File: src/rtl/mmio_pkg.sv
// Shared definitions for the memory-mapped timer: FSM encodings, register
// offsets, CTRL bit positions and instance base addresses. The bridge and the
// exception check import the base addresses from here as well.
package mmio_pkg;

  // FSM state encodings
  localparam logic [1:0] ST_IDLE = 2'd0;
  localparam logic [1:0] ST_LOAD = 2'd1;
  localparam logic [1:0] ST_CNT  = 2'd2;
  localparam logic [1:0] ST_INT  = 2'd3;

  // Register offsets, decoded from addr[3:2]
  localparam logic [1:0] ADDR_CTRL   = 2'd0;
  localparam logic [1:0] ADDR_PRESET = 2'd1;
  localparam logic [1:0] ADDR_COUNT  = 2'd2;

  // CTRL bit positions
  localparam int CTRL_EN      = 0;
  localparam int CTRL_MODE_LO = 1;
  localparam int CTRL_MODE_HI = 2;
  localparam int CTRL_IM      = 3;

  // Mode values; anything other than auto-reload behaves as one-shot
  localparam logic [1:0] MODE_ONESHOT = 2'b00;
  localparam logic [1:0] MODE_AUTO    = 2'b01;

  // Instance base addresses
  localparam logic [31:0] TC0_BASE = 32'h0000_7F00;
  localparam logic [31:0] TC1_BASE = 32'h0000_7F10;

endpackage

File: src/rtl/mmio_timer.sv
// 32-bit down-counting MMIO timer. Registers CTRL/PRESET/COUNT live next to
// the four-state FSM that loads, counts and raises the interrupt flag.
module mmio_timer
  import mmio_pkg::*;
(
  input  logic        clk,
  input  logic        reset,
  input  logic [31:0] addr,
  input  logic        we,
  input  logic [31:0] wdata,
  output logic [31:0] rdata,
  output logic        irq
);

  logic [1:0]  state;
  logic [3:0]  ctrl;
  logic [31:0] preset;
  logic [31:0] count;
  logic        irq_flag;

  logic [1:0]  off;
  logic        wr_ctrl;
  logic        wr_preset;
  logic        en;
  logic [1:0]  mode;
  logic        fire;
  logic        in_int;
  logic        addr_unused;

  assign off         = addr[3:2];
  assign addr_unused = ^{addr[31:4], addr[1:0]};
  assign wr_ctrl     = we && (off == ADDR_CTRL);
  assign wr_preset   = we && (off == ADDR_PRESET);
  assign en          = ctrl[CTRL_EN];
  assign mode        = ctrl[CTRL_MODE_HI:CTRL_MODE_LO];

  // Count has run out this cycle: COUNT of 1 or 0 is treated the same, so a
  // PRESET of 0 expires exactly like a PRESET of 1.
  assign fire   = (state == ST_CNT) && en && (count <= 32'd1);
  assign in_int = (state == ST_INT);

  // FSM sequencing and the COUNT register
  always_ff @(posedge clk or negedge reset) begin
    if (!reset) begin
      state <= ST_IDLE;
      count <= '0;
    end else begin
      case (state)
        ST_IDLE: if (en) state <= ST_LOAD;
        ST_LOAD: begin
          count <= preset;
          state <= ST_CNT;
        end
        ST_CNT: begin
          if (!en) begin
            state <= ST_IDLE;
          end else if (fire) begin
            count <= '0;
            state <= ST_INT;
          end else begin
            count <= count - 32'd1;
          end
        end
        ST_INT:  state <= ST_IDLE;
        default: state <= ST_IDLE;
      endcase
    end
  end

  // CPU-visible registers and the interrupt flag; a CTRL write overrides any
  // FSM-driven update to CTRL or the flag in the same cycle.
  always_ff @(posedge clk or negedge reset) begin
    if (!reset) begin
      ctrl     <= '0;
      preset   <= '0;
      irq_flag <= 1'b0;
    end else begin
      if (fire) irq_flag <= 1'b1;
      if (in_int) begin
        if (mode == MODE_AUTO) irq_flag <= 1'b0;
        else                   ctrl[CTRL_EN] <= 1'b0;
      end
      if (wr_ctrl) begin
        ctrl     <= wdata[3:0];
        irq_flag <= 1'b0;
      end
      if (wr_preset) preset <= wdata;
    end
  end

  // Zero-latency read mux
  always_comb begin
    rdata = '0;
    case (off)
      ADDR_CTRL:   rdata = {28'd0, ctrl};
      ADDR_PRESET: rdata = preset;
      ADDR_COUNT:  rdata = count;
      default:     rdata = '0;
    endcase
  end

  assign irq = ctrl[CTRL_IM] & irq_flag;

endmodule
File: config.mk
export PLATFORM = sky130hd
export DESIGN_NAME = mmio_timer
export DESIGN_NICKNAME = d
export VERILOG_FILES = /design/src/rtl/mmio_pkg.sv /design/src/rtl/mmio_timer.sv
export SDC_FILE = /design/constraint.sdc
export NUM_CORES = 1
export LEC_CHECK = 0
export ABC_AREA = 0
export BUFFER_PORTS_ARGS = -buffer_cell sky130_fd_sc_hd__buf_2
export CAP_MARGIN = 10
export CORE_AREA = 2 2 101 128
export DETAILED_ROUTE_END_ITERATION = 6
export DIE_AREA = 0 0 103 130
export GPL_TIMING_DRIVEN = 0
export PLACE_DENSITY = 0.59
export SYNTH_ARGS = -nofsm -noshare
export SYNTH_HDL_FRONTEND = slang
export SYNTH_SLANG_ARGS = --single-unit
File: constraint.sdc
create_clock -name clk -period 5.8 [get_ports clk]
set_input_delay 0.58 -clock clk [delete_from_list [all_inputs] [get_ports clk]]
set_output_delay 0.58 -clock clk [all_outputs]
set_load 0.1 [all_outputs]
---- Yosys cells after proc, flatten, opt, wreduce, memory -nomap -nowiden ----
Cells that the tools add are included.
word-level totals
  bits in registers ....................... 71
  latch bits .............................. 0
  memory bits (writable) .................. 0
  bits in read-only memories .............. 0
  input bits .............................. 67
  logic and storage cells ................. 45
  memories kept ........................... 0
cells by class
  add/sub/neg operators ................... 1
  multipliers ............................. 0
  divide/modulo/power cells ............... 0
  $lt $le $gt $ge ......................... 1
  equality and inequality tests ........... 10
  shift operators ......................... 0
  muxes and demuxes ....................... 15
  bitwise logic cells ..................... 1
  reduce and logical (&&, ||, !) cells .... 11
operators with widths
  kind                     count
  $pmux W32 S3             1
  $mux W32                 2
  $pmux W32 S2             1
  $le A32 B1 Y1 const B    1
  $sub A32 B1 Y32 const B  1
  $pmux W2 S4              1
  $mux W1                  7
  $eq A2 B1 Y1 const B     3
  $eq A2 B2 Y1 const B     3
  $mux W2                  3
  $ne A2 B2 Y1 const B     3
  $reduce_and A2 Y1        3
  $logic_and A1 B1 Y1      4
  $logic_not A2 Y1         2
  $reduce_bool A2 Y1       2
  $ne A3 B3 Y1 const B     1
  $and A1 B1 Y1            1

---- Longest topological paths before layout ----
Gate-level depths: netlist of run 1.
  word-level depth ........................ 7
  gate-level depth with buffers ........... 9
  depth with buffers taken out ............ 7

---- Least setup slack after synthesis of run 1 ----
OpenSTA, ideal clock, no wires.
  kind .................................... input to output
  start ................................... in addr[2]
  end ..................................... out rdata[0]
  arrival ................................. 3087 ps
  setup slack ............................. 2133 ps
  stages on the path ...................... 3
  path buffers ............................ 1
  cell sequence ........................... clkbuf_1 > mux2i_1 > o21ai_0
on the way
  longest elaborated chain between the ends .. 2
  elaborated cells on any way between the ends .. 4
  classes of those cells .................. eq/ne: 2; mux: 1; reduce/logical: 1
RTL lines
  element                               line              RTL
  start, declared                       mmio_timer.sv:8   input logic [31:0] addr,
  $eq A2 B2 Y1 (tied with other cells)  mmio_timer.sv:94  case (off)
  $pmux W32 S3 *                        mmio_timer.sv:94
  end, declared                         mmio_timer.sv:11  output logic [31:0] rdata,
Every way passes the cells marked *; elsewhere a longest branch is shown, timed or not.

---- Worst setup path after layout of run 1 ----
  start ................................... in addr[2]
  end ..................................... out rdata[7]
The elaborated chain is that of the path after synthesis.

==> results of run 1 <==
-- metal layers --
metal	global-route usage, %	routed length, um
met1	28.1	5740
met2	33.1	6640
met3	4.23	831
met4	7.04	272
met5	0	0
-- critical path, cell delays in order --
cell      delay, ns
clkbuf_1       0.32
nor2b_1        0.18
clkbuf_1       0.56
clkbuf_1       0.61
a22o_1         0.25
buf_2          0.43
-- synth_stat cells, types with 4 or more instances --
master and count:
nand2_1 34, nor3_1 12, clkbuf_1 28, and2_1 5
nand3_1 9, or4_1 7, o221ai_1 4, a21oi_1 8
mux2i_1 6, a22o_1 35, nor2b_1 6, a22oi_1 8
a221o_1 9, o21ai_0 13, inv_1 8, nor4_1 14
nor2_1 20, or3_1 9, o31ai_1 18, mux2_2 35
dfrtp_1 71, o41ai_1 6
-- per-stage QoR --
step | instances | area, um^2 | power [mW]
finish | 671 | 5030 | 2.66
global route | 671 | 5030 | 2.81
CTS | 671 | 5030 | 2.65
detailed placement | 655 | 4720 | 2.07
global placement | 655 | 4720 | 2.05
floorplan | 419 | 4170 | 1.76
-- flip-flops by register name (all words and copies together), names as in the netlist --
register  cells
state         2
preset       32
ctrl          4
irq_flag      1
count        32
-- power by group --
part	leakage (nW)	total, mW	internal [mW]	switching [mW]
clock network	0.156	0.571	0.367	0.205
logic	1.12	1.23	0.381	0.846
registers	0.856	0.858	0.663	0.195
-- worst min path at each step --
stage,cells past startpoint,slack [ns],start,end
floorplan,0,0.28,reset,count[0]
global placement,1,0.51,ctrl[1],ctrl[1]
detailed placement,2,0.53,irq_flag,irq_flag
CTS,1,0.43,reset,preset[29]
global route,2,0.46,wdata[11],preset[11]
finish,1,0.38,reset,preset[23]
-- logic make-up after synthesis --
kind of cell / after synthesis
buffers and inverters: 46
AOI/OAI and AO/OA: 125
and+or+nand+nor: 134
DFF: 71
muxes: 41
adders and majority gates: 2
-- final cells by class --
type,instances,area (um^2),area share [%]
flip-flops and latches,71,1780,35.3
clock inverters,3,40.0,0.796
clock buffers,13,270,5.37
inverters,8,30.0,0.597
plain buffers,38,173,3.43
multi-input cells,302,2190,43.5
repair buffers,68,343,6.81
well taps,168,210,4.18
==> reports/metrics.csv, run 1 <==
stage;metric;value;unit
timing;final setup violation count;0;
clock_tree;insertion delay to the later sink of the worst-skew pair;0.34;ns
worst_setup_path;worst setup path start;addr[2];
worst_setup_path;CP Launch Type;input pin;
clock_tree;CTS Buffer Depth;2;
logic_synthesis;Mapped Cells;419;
logic_synthesis;Simple-Gate Fraction of Synth Area;17.5;%
detailed_routing;Iter 0 DRT Violations;369;
final_layout;ANT cells;0;
worst_setup_path;worst flop-to-flop path endpoint;count[5];
global_routing;global-route wire length before repair;21000;um
final_layout;fill cell count;1269;
final_layout;commonest non-fill, non-tap cell in the layout;dfrtp_1;
logic_synthesis;Synth async-reset ratio;100;%
die;die width;103;um
logic_synthesis;Synth area leaders;dfrtp_1 43%, mux2_2 9.5%, a22o_1 7.4%;
power_and_ir_drop;Pwr per Cell Area;528;nW/um^2
clock_tree;H-tree levels;3;
logic_synthesis;Post-Synth XOR/XNOR Area;0;%
detailed_routing;drt pass-1 iters;5;
global_routing;largest net degree at the start of global routing;72;
global_routing;GRT overflow;0;
status;status;completed;
clock_tree;Post-CTS Setup Inserts;0;
power_and_ir_drop;Peak VDD IR;0.000216;V
timing;Worst Skew;0.00781;ns
place;pre-CTS setup slack;2.25;ns
timing;Max Freq;0.283;GHz
timing;Worst-Margin Slew;1.05;ns
logic_synthesis;Mapped Avg Cell Area;9.95;um^2
logic_synthesis;post-synthesis mux area share;10.9;%
global_routing;Global Route Usage Sum;20.8;%
clock_tree;clock-pin slew on the worst setup and hold paths;0.05;ns
logic_synthesis;Synth area leader;dfrtp_1;
final_layout;layout net count;567;
logic_synthesis;Mapped Nets;488;
die;io pins;100;
detailed_routing;routed vias;3861;
logic_synthesis;Post-synth EDFFs;0;
final_layout;synth-to-layout area growth;20.7;%
timing;final hold viol count;0;
timing;Tmin final;3.53;ns
global_routing;vias in the first global route;3757;
timing;RSZ-0062 raised after global routing;false;
detailed_routing;WL per Instance;20.1;um
logic_synthesis;sequential-to-total area share from yosys stat;42.6;%
logic_synthesis;top_reg_cell synth;dfrtp_1;
place;IO buf count;68;
logic_synthesis;adder-cell share of the synthesized area;0.600;%
worst_hold_path;hold crit path type;in -> async;
clock_tree;CTS tree;yes;
timing;fin. max-slew vios;0;
die;Std-Cell Rows;46;
logic_synthesis;top-area cell type share of the netlist area;42.6;%
die;Die Ht;130;um
worst_setup_path;Crit. End Element;primary output;
logic_synthesis;post-synthesis compound-gate area fraction;23.5;%
logic_synthesis;Mapped Area;4170;um^2
die;core area;12300;um^2
global_routing;antenna violations before repair;0;
timing;worst hold slack;0.385;ns
die;die area;13400;um^2
worst_setup_path;Crit Path Class;in -> out;
worst_setup_path;R2R setup slack;2.68;ns
final_layout;layout cells sized above 1;26.0;%
detailed_routing;DRC;0;
flow_run;maxcap violations;0;
logic_synthesis;flops & latches, synth;71;
worst_setup_path;crit path to;rdata[7];
detailed_routing;Via-to-Cell Ratio;5.75;
clock_tree;post-cts sizing count;0;
logic_synthesis;Netlist cell types;55;
final_layout;most frequent cells in the layout;71 x dfrtp_1, 70 x buf_2, 35 x a22o_1, 35 x mux2_2, 34 x nand2_1;
worst_setup_path;Worst Path Required;5.22;ns
power_and_ir_drop;LEAKAGE;2.13;nW
worst_setup_path;reg2reg start;count[4];
timing;Worst slew margin;29.1;%
logic_synthesis;Yosys Warn Count;0;
place;DP HPWL;9520;um
timing;crit share post-route;60.8;%
clock_tree;CTS Root Buffer Type;clkbuf_16;
worst_setup_path;Worst EP arrival;2.95;ns
detailed_routing;Routed WL;13500;um
detailed_routing;Final ANT Viol Nets;0;
logic_synthesis;main combinational cell family by area after synthesis;compound AO/OA/AOI/OAI gates;
clock_tree;CTS sink count;71;
timing;setup TNS;0;ns
clock_tree;CTS Buf Count;9;
worst_setup_path;crit-path max FO;10;
timing;fin worst setup slack;2.27;ns
final_layout;Core Util, Final;40.8;%
worst_setup_path;r2r worst-path depth;7;
place;Final GP Congestion;0.889;
die;starting density of the core;33.8;%
clock_tree;Post-CTS Hold Buffers;0;
No activity file was read; power rests on OpenSTA's default activity.
==> run 2: changes to the inputs <==
Settings changed: ABC_AREA 0 to 1, CORE_AREA 2 2 101 128 to 2 2 105 132, DIE_AREA 0 0 103 130 to 0 0 107 134, PLACE_DENSITY 0.59 to 0.61.
Clock period 5.8 ns to 3.1 ns, I/O delays scaled along.
==> run 2 against run 1 <==
  * Largest cell class unchanged
  * Largest power group unchanged
  * Sequential share of layout area down 2.3 points
  * Setup slack worse by 1.7 ns
  * Via count up 5.8%
  * Critical endpoint is now rdata[22]
==> reports/metrics.csv, run 2 <==
stage;metric;value;unit;change
status;status;completed;;
worst_setup_path;CP Launch Type;input pin;;
logic_synthesis;count leader, synth;nand2_1;;
final_layout;layout cells sized above 1;22.0;%;-4.0 points
clock_tree;H-tree levels;3;;unchanged
timing;crit share post-route;83.1;%;
logic_synthesis;sequential-to-total area share from yosys stat;39.6;%;-3.0 points
logic_synthesis;Synth area leader;dfrtp_1;;
detailed_routing;drt pass-1 iters;4;;-1
timing;final setup violation count;0;;unchanged
timing;Worst slew margin;49.1;%;+20 points
logic_synthesis;top cells by count, synth;279 x nand2_1, 71 x dfrtp_1, 52 x nor2_1, 51 x inv_1, 35 x o21ai_0;;
logic_synthesis;Netlist cell types;25;;-55%
detailed_routing;DRC;0;;unchanged
global_routing;GRT overflow;0;;unchanged
flow_run;maxcap violations;0;;unchanged
timing;setup TNS;0;ns;unchanged
timing;Max Freq;0.388;GHz;
final_layout;most frequent cells in the layout;279 x nand2_1, 78 x buf_2, 71 x dfrtp_1;;
clock_tree;post-cts sizing count;0;;unchanged
timing;fin worst setup slack;0.524;ns;-1.75 ns
timing;RSZ-0062 raised after global routing;false;;
logic_synthesis;Synth async-reset ratio;100;%;unchanged
die;Std-Cell Rows;47;;+2.2%
global_routing;M1 GR Usage;22.1;%;-6.0 points
global_routing;Global Route Usage Sum;18.4;%;-2.3 points
timing;fin. max-slew vios;0;;unchanged
die;die area;14300;um^2;+7.1%
clock_tree;CTS tree;yes;;
worst_setup_path;crit-path max FO;10;;unchanged
logic_synthesis;Post-synth EDFFs;0;;unchanged
clock_tree;CTS Root Buffer Type;clkbuf_16;;
die;core area;13100;um^2;+6.5%
place;IO buf count;68;;unchanged
clock_tree;insertion delay to the later sink of the worst-skew pair;0.35;ns;about the same
worst_setup_path;Crit Path Class;in -> out;;
global_routing;GRT met2 Usage;32.1;%;-1.0 points
worst_setup_path;Worst Path Required;2.79;ns;-2.43 ns
clock_tree;clock-pin slew on the worst setup and hold paths;0.06;ns;about the same
die;Die Ht;134;um;+3.1%
power_and_ir_drop;Peak VDD IR;0.000292;V;+35%
final_layout;ANT cells;0;;unchanged
global_routing;vias in the first global route;4098;;+9.1%
timing;final hold viol count;0;;unchanged
clock_tree;CTS sink count;71;;unchanged
place;Placement Cell Area;5070;um^2;+7.4%
clock_tree;CTS Buf Count;9;;unchanged
final_layout;Core Util, Final;41.0;%;+0.18 points
die;starting density of the core;34.2;%;+0.38 points
place;pre-CTS setup slack;0.472;ns;-1.77 ns
logic_synthesis;Synth area leaders;dfrtp_1 40%, nand2_1 23%, mux2_2 7.0%;;
detailed_routing;Iter 0 DRT Violations;215;;-42%
clock_tree;CTS Buffer Depth;2;;unchanged
final_layout;fin area;5380;um^2;+6.9%
detailed_routing;Final ANT Viol Nets;0;;unchanged
power_and_ir_drop;LEAKAGE;2.84;nW;+33%
timing;Tmin final;2.58;ns;
final_layout;biggest regs;count x32, preset x32, ctrl x4;;
global_routing;antenna violations before repair;0;;unchanged
place;Final GP Congestion;0.871;;-2.0%
detailed_routing;Routed WL;12600;um;-6.7%
final_layout;commonest non-fill, non-tap cell in the layout;nand2_1;;
worst_setup_path;Worst EP arrival;2.27;ns;-0.68 ns
worst_setup_path;Crit. End Element;primary output;;
logic_synthesis;Mapped Cells;632;;+51%
timing;Worst Skew;0.00616;ns;-0.00165 ns
global_routing;gr busiest metal;met2;;
final_layout;layout net count;782;;+38%
detailed_routing;Via-to-Cell Ratio;4.59;;-20%
logic_synthesis;top-area cell type share of the netlist area;39.6;%;-3.0 points
detailed_routing;routed vias;4084;;+5.8%
logic_synthesis;top_reg_cell synth;dfrtp_1;;
die;die width;107;um;+3.9%
global_routing;largest net degree at the start of global routing;44;;-39%
place;DP HPWL;9540;um;+0.25%
worst_hold_path;hold crit path type;in -> reg;;
die;io pins;100;;unchanged
global_routing;global-route wire length before repair;20300;um;-3.5%
final_layout;synth-to-layout area growth;19.9;%;
logic_synthesis;Mapped Area;4490;um^2;+7.7%
logic_synthesis;Mapped Nets;701;;+44%
global_routing;Global Route met3 Usage;3.21;%;-1.0 points
logic_synthesis;Mapped Avg Cell Area;7.10;um^2;-29%
detailed_routing;WL per Instance;14.1;um;-30%
timing;Worst-Margin Slew;0.763;ns;-0.290 ns
logic_synthesis;Yosys Warn Count;0;;unchanged
logic_synthesis;flops & latches, synth;71;;unchanged
power_and_ir_drop;Pwr per Cell Area;972;nW/um^2;+84%
run 2: critical path, cell delays in order:
cell	delay, ns
buf_2	0.10
inv_1	0.25
nand2_1	0.35
clkbuf_1	0.41
o21ai_0	0.34
buf_2	0.48
run 2: repair_timing:
item | 4_1_cts | 5_1_grt
hold buffers | 1 | 0
setup buffers | 0 | 0
hold endpoints to repair | 28 | 0
run 2: cells by family (layout without fill, tap and decap cells):
group                    count (synthesis)  count (layout)  share of synthesized area, %
flip-flops                              71              71                          39.6
XOR/XNOR                                23              23                          4.49
multiplexers                            28              28                          7.03
AO/OA/AOI/OAI                           44              44                          5.19
adder cells (fa/ha/maj)                  2               2                         0.558
AND/OR/NAND/NOR                        390             390                          36.2
buffers and inverters                   74             160                          6.92
run 2: power by group:
part,total [mW],leakage (nW),switching [mW],internal [mW]
registers,1.57,0.874,0.349,1.22
clock network,1.04,0.144,0.403,0.639
logic,2.62,1.82,1.86,0.756
run 2: per-stage QoR:
stage,total power [mW],instances,hold slack (ns)
after global routing,5.62,889,0.196
after floorplan,3.61,632,0.0144
final,5.23,889,0.188
after global placement,4.17,871,0.476
after detailed placement,4.20,872,0.274
after CTS,5.25,889,0.186
run 2: worst paths after layout:
| path | startpoint | to | slack [ns] | cells after the start |
|---|---|---|---|---|
| worst min-delay path | wdata[4] | preset[4] | 0.19 | 2 |
| worst max-delay path | addr[2] | rdata[22] | 0.52 | 6 |
| worst max register to register | count[0] | count[9] | 1.06 | 15 |
| worst min register to register | ctrl[2] | ctrl[2] | 0.49 | 2 |
| min in group asynchronous | reset | preset[3] | 0.43 | 2 |
| max in group asynchronous | reset | count[20] | 2.12 | 3 |
run 2: routing by layer:
layer / share of wire [%] / vias up
li1: - / 2130
met1: 43 / 1842
met2: 50 / 89
met3: 4.1 / 23
met4: 3.3 / 0
met5: 0 / -
run 2: area by class of cell:
class                           count  area [um^2]
Clock inverter                      6         60.1
Buffer                             22          115
Multi-Input combinational cell    487         2400
Fill cell                        1419         7730
Sequential cell                    71         1780
Tap cell                          171          214
Clock buffer                       10          239
Inverter                           52          195
Timing Repair Buffer               70          380
==> run 3: changes to the inputs <==
Settings changed: ABC_AREA 1 to 0, CORE_AREA 2 2 105 132 to 2 2 101 128, DIE_AREA 0 0 107 134 to 0 0 103 130, PLACE_DENSITY 0.61 to 0.59.
Clock period 3.1 ns to 2.5 ns, I/O delays scaled along.
==> run 3 against run 2 <==
  * Highest routed layer unchanged
  * Power rose by 25%
  * Sequential share of layout area fell by 0.083 points
  * The run now ends with negative setup slack left
  * Via count shrank 0.83%
==> reports/metrics.csv, run 3 (synthesized netlist as in run 1, its figures left out) <==
stage;metric;value;unit;change
die;starting density of the core;33.8;%;-0.38 points
final_layout;biggest regs;count x32, preset x32, ctrl x4;;
worst_setup_path;Crit. End Element;register;;
worst_setup_path;cell mode on critical path;or4_4;;
global_routing;global-route wire length before repair;21600;um;+6.6%
detailed_routing;Iter 0 DRT Violations;286;;+33%
worst_setup_path;Worst Path Required;2.73;ns;-0.06 ns
power_and_ir_drop;clock power share;19.5;%;-0.4 points
power_and_ir_drop;LEAKAGE;2.31;nW;-19%
global_routing;antenna violations before repair;0;;unchanged
worst_hold_path;hold crit path type;in -> reg;;
power_and_ir_drop;Pwr per Cell Area;1210;nW/um^2;+24%
timing;final setup violation count;1;;+1
detailed_routing;Final ANT Viol Nets;0;;unchanged
worst_setup_path;Worst EP arrival;2.73;ns;+0.46 ns
final_layout;commonest non-fill, non-tap cell in the layout;buf_2;;
die;die area;13400;um^2;-6.6%
global_routing;vias in the first global route;3953;;-3.5%
power_and_ir_drop;Peak VDD IR;0.000432;V;+48%
clock_tree;CTS tree;yes;;
detailed_routing;WL per Instance;20.5;um;+45%
die;Std-Cell Rows;46;;-2.1%
timing;RSZ-0062 raised after global routing;true;;
worst_setup_path;CP Launch Type;register;;
clock_tree;CTS Buffer Depth;2;;unchanged
die;Die Ht;130;um;-3.0%
power_and_ir_drop;Sequential Power Share;31.6;%;+1.5 points
die;io pins;100;;unchanged
global_routing;largest net degree at the start of global routing;41;;-6.8%
place;Final GP Congestion;0.946;;+8.6%
place;IO buf count;68;;unchanged
clock_tree;CTS Root Buffer Type;clkbuf_16;;
detailed_routing;Via-to-Cell Ratio;5.88;;+28%
timing;Worst slew margin;52.7;%;+3.6 points
final_layout;layout net count;588;;-25%
worst_setup_path;max incr delay on CP;0.55;ns;+0.07 ns
global_routing;GRT overflow;0;;unchanged
timing;crit share post-route;100;%;
die;die width;103;um;-3.7%
place;Placement Cell Area;4750;um^2;-6.4%
power_and_ir_drop;internal cell power;3.47;mW;+33%
timing;Max Freq;0.400;GHz;
final_layout;synth-to-layout area growth;29.7;%;
timing;worst hold slack;0.130;ns;-0.0578 ns
final_layout;layout cells sized above 1;35.5;%;+14 points
status;failing checks;negative setup slack;;
timing;fin. max-slew vios;0;;unchanged
clock_tree;CTS Buf Count;9;;unchanged
detailed_routing;DRC;0;;unchanged
final_layout;most frequent cells in the layout;69 x buf_2, 68 x dfrtp_1, 35 x a22o_1, 35 x mux2_2, 33 x nand2_1;;
worst_setup_path;Buf/Inv on CP;1;;-3
timing;fin worst setup slack;-0.00304;ns;-0.527 ns
detailed_routing;Routed WL;14100;um;+12%
clock_tree;CTS sink count;71;;unchanged
timing;Worst-Margin Slew;0.707;ns;-0.0555 ns
clock_tree;clock-pin slew on the worst setup and hold paths;0.06;ns;about the same
final_layout;ANT cells;0;;unchanged
timing;final hold viol count;0;;unchanged
worst_setup_path;crit-path max FO;5;;-5
power_and_ir_drop;net switching power;3.06;mW;+17%
place;DP HPWL;9620;um;+0.80%
power_and_ir_drop;switch share;46.8;%;-3.1 points
status;status;finished, violations left;;
worst_setup_path;CP max-delay cell;or4_4;;
timing;Worst Skew;0.00628;ns;+0.000118 ns
worst_setup_path;crit path cell chain;or4_4, or3_4, or4_4, buf_8, a31o_1, a22o_1;;
power_and_ir_drop;logic gate share of total power;49.0;%;-1.0 points
worst_setup_path;Crit Path Class;reg -> reg;;
die;core area;12300;um^2;-6.1%
final_layout;fin area;5410;um^2;+0.47%
timing;Tmin final;2.50;ns;
detailed_routing;drt pass-1 iters;5;;+1
worst_setup_path;family with the most delay on the worst path;simple AND/OR/NAND/NOR gates;;
global_routing;Global Route Usage Sum;21.3;%;+2.9 points
detailed_routing;routed vias;4050;;-0.83%
clock_tree;insertion delay to the later sink of the worst-skew pair;0.34;ns;about the same
clock_tree;H-tree levels;3;;unchanged
flow_run;maxcap violations;0;;unchanged
-- run 3: tightest hold or removal path, stage by stage --
cell	delay [ns]
buf_2	0.09
nand2_1	0.04
o21ai_0	0.06
-- run 3: area by class of cell --
class                      count  area, um^2
sequential                    71        1780
multi-input combinational    302        2340
inverter                       8        30.0
clock inverter                 1        30.0
fill                        1218        6910
buffer                        33         183
timing repair buffer          94         577
clock buffer                  12         256
tap                          168         210
-- run 3: power groups by stage --
stage | registers (mW) | clock network (mW) | logic, mW
2_1_floorplan | 1.84 | 0 | 2.25
3_3_place_gp | 1.97 | 0 | 2.80
3_5_place_dp | 1.99 | 0 | 2.84
4_1_cts | 2.02 | 1.29 | 3.03
5_1_grt | 2.11 | 1.34 | 3.42
6_report | 2.06 | 1.27 | 3.20
-- run 3: path summary, 6_finish.rpt --
kind / from / end / slack (ns) / cells past startpoint
setup / recovery: count[9] / count[10] / -0.003 / 6
hold / removal: wdata[0] / ctrl[0] / 0.13 / 3
setup reg to reg: count[9] / count[10] / -0.003 / 6
hold reg to reg: preset[27] / preset[27] / 0.53 / 1
max in group asynchronous: reset / count[5] / 1.51 / 3
min in group asynchronous: reset / preset[25] / 0.40 / 2
-- run 3: metal layers --
layer / global-route usage [%] / part of all wire (%)
met3: 3.91 / 5.6
met2: 34.2 / 50
met1: 27.8 / 42
met4: 9.91 / 2.4
met5: 0 / 0
-- run 3: through the flow --
stage                     cells  setup TNS [ns]  total power [mW]  setup WS [ns]  utilization [%]
after floorplan             419        -0.00962              4.10       -0.00962                -
after global placement      655          -17.88              4.77         -0.530             38.4
after detailed placement    656          -18.97              4.83         -0.532             38.5
after CTS                   683          -0.282              6.34        -0.0755             42.9
after global routing        689         -0.0954              6.88        -0.0402             43.9
final                       689        -0.00304              6.53       -0.00304             43.9
-- run 3: repair_timing --
action | CTS | global route
setup endpoints to repair | 54 | 49
pin swaps | 5 | 10
resized for setup | 31 | 23
buffers inserted | 14 | 9
gates cloned | 1 | 0
hold buffers | 1 | 0
hold endpoints to repair | 31 | 0
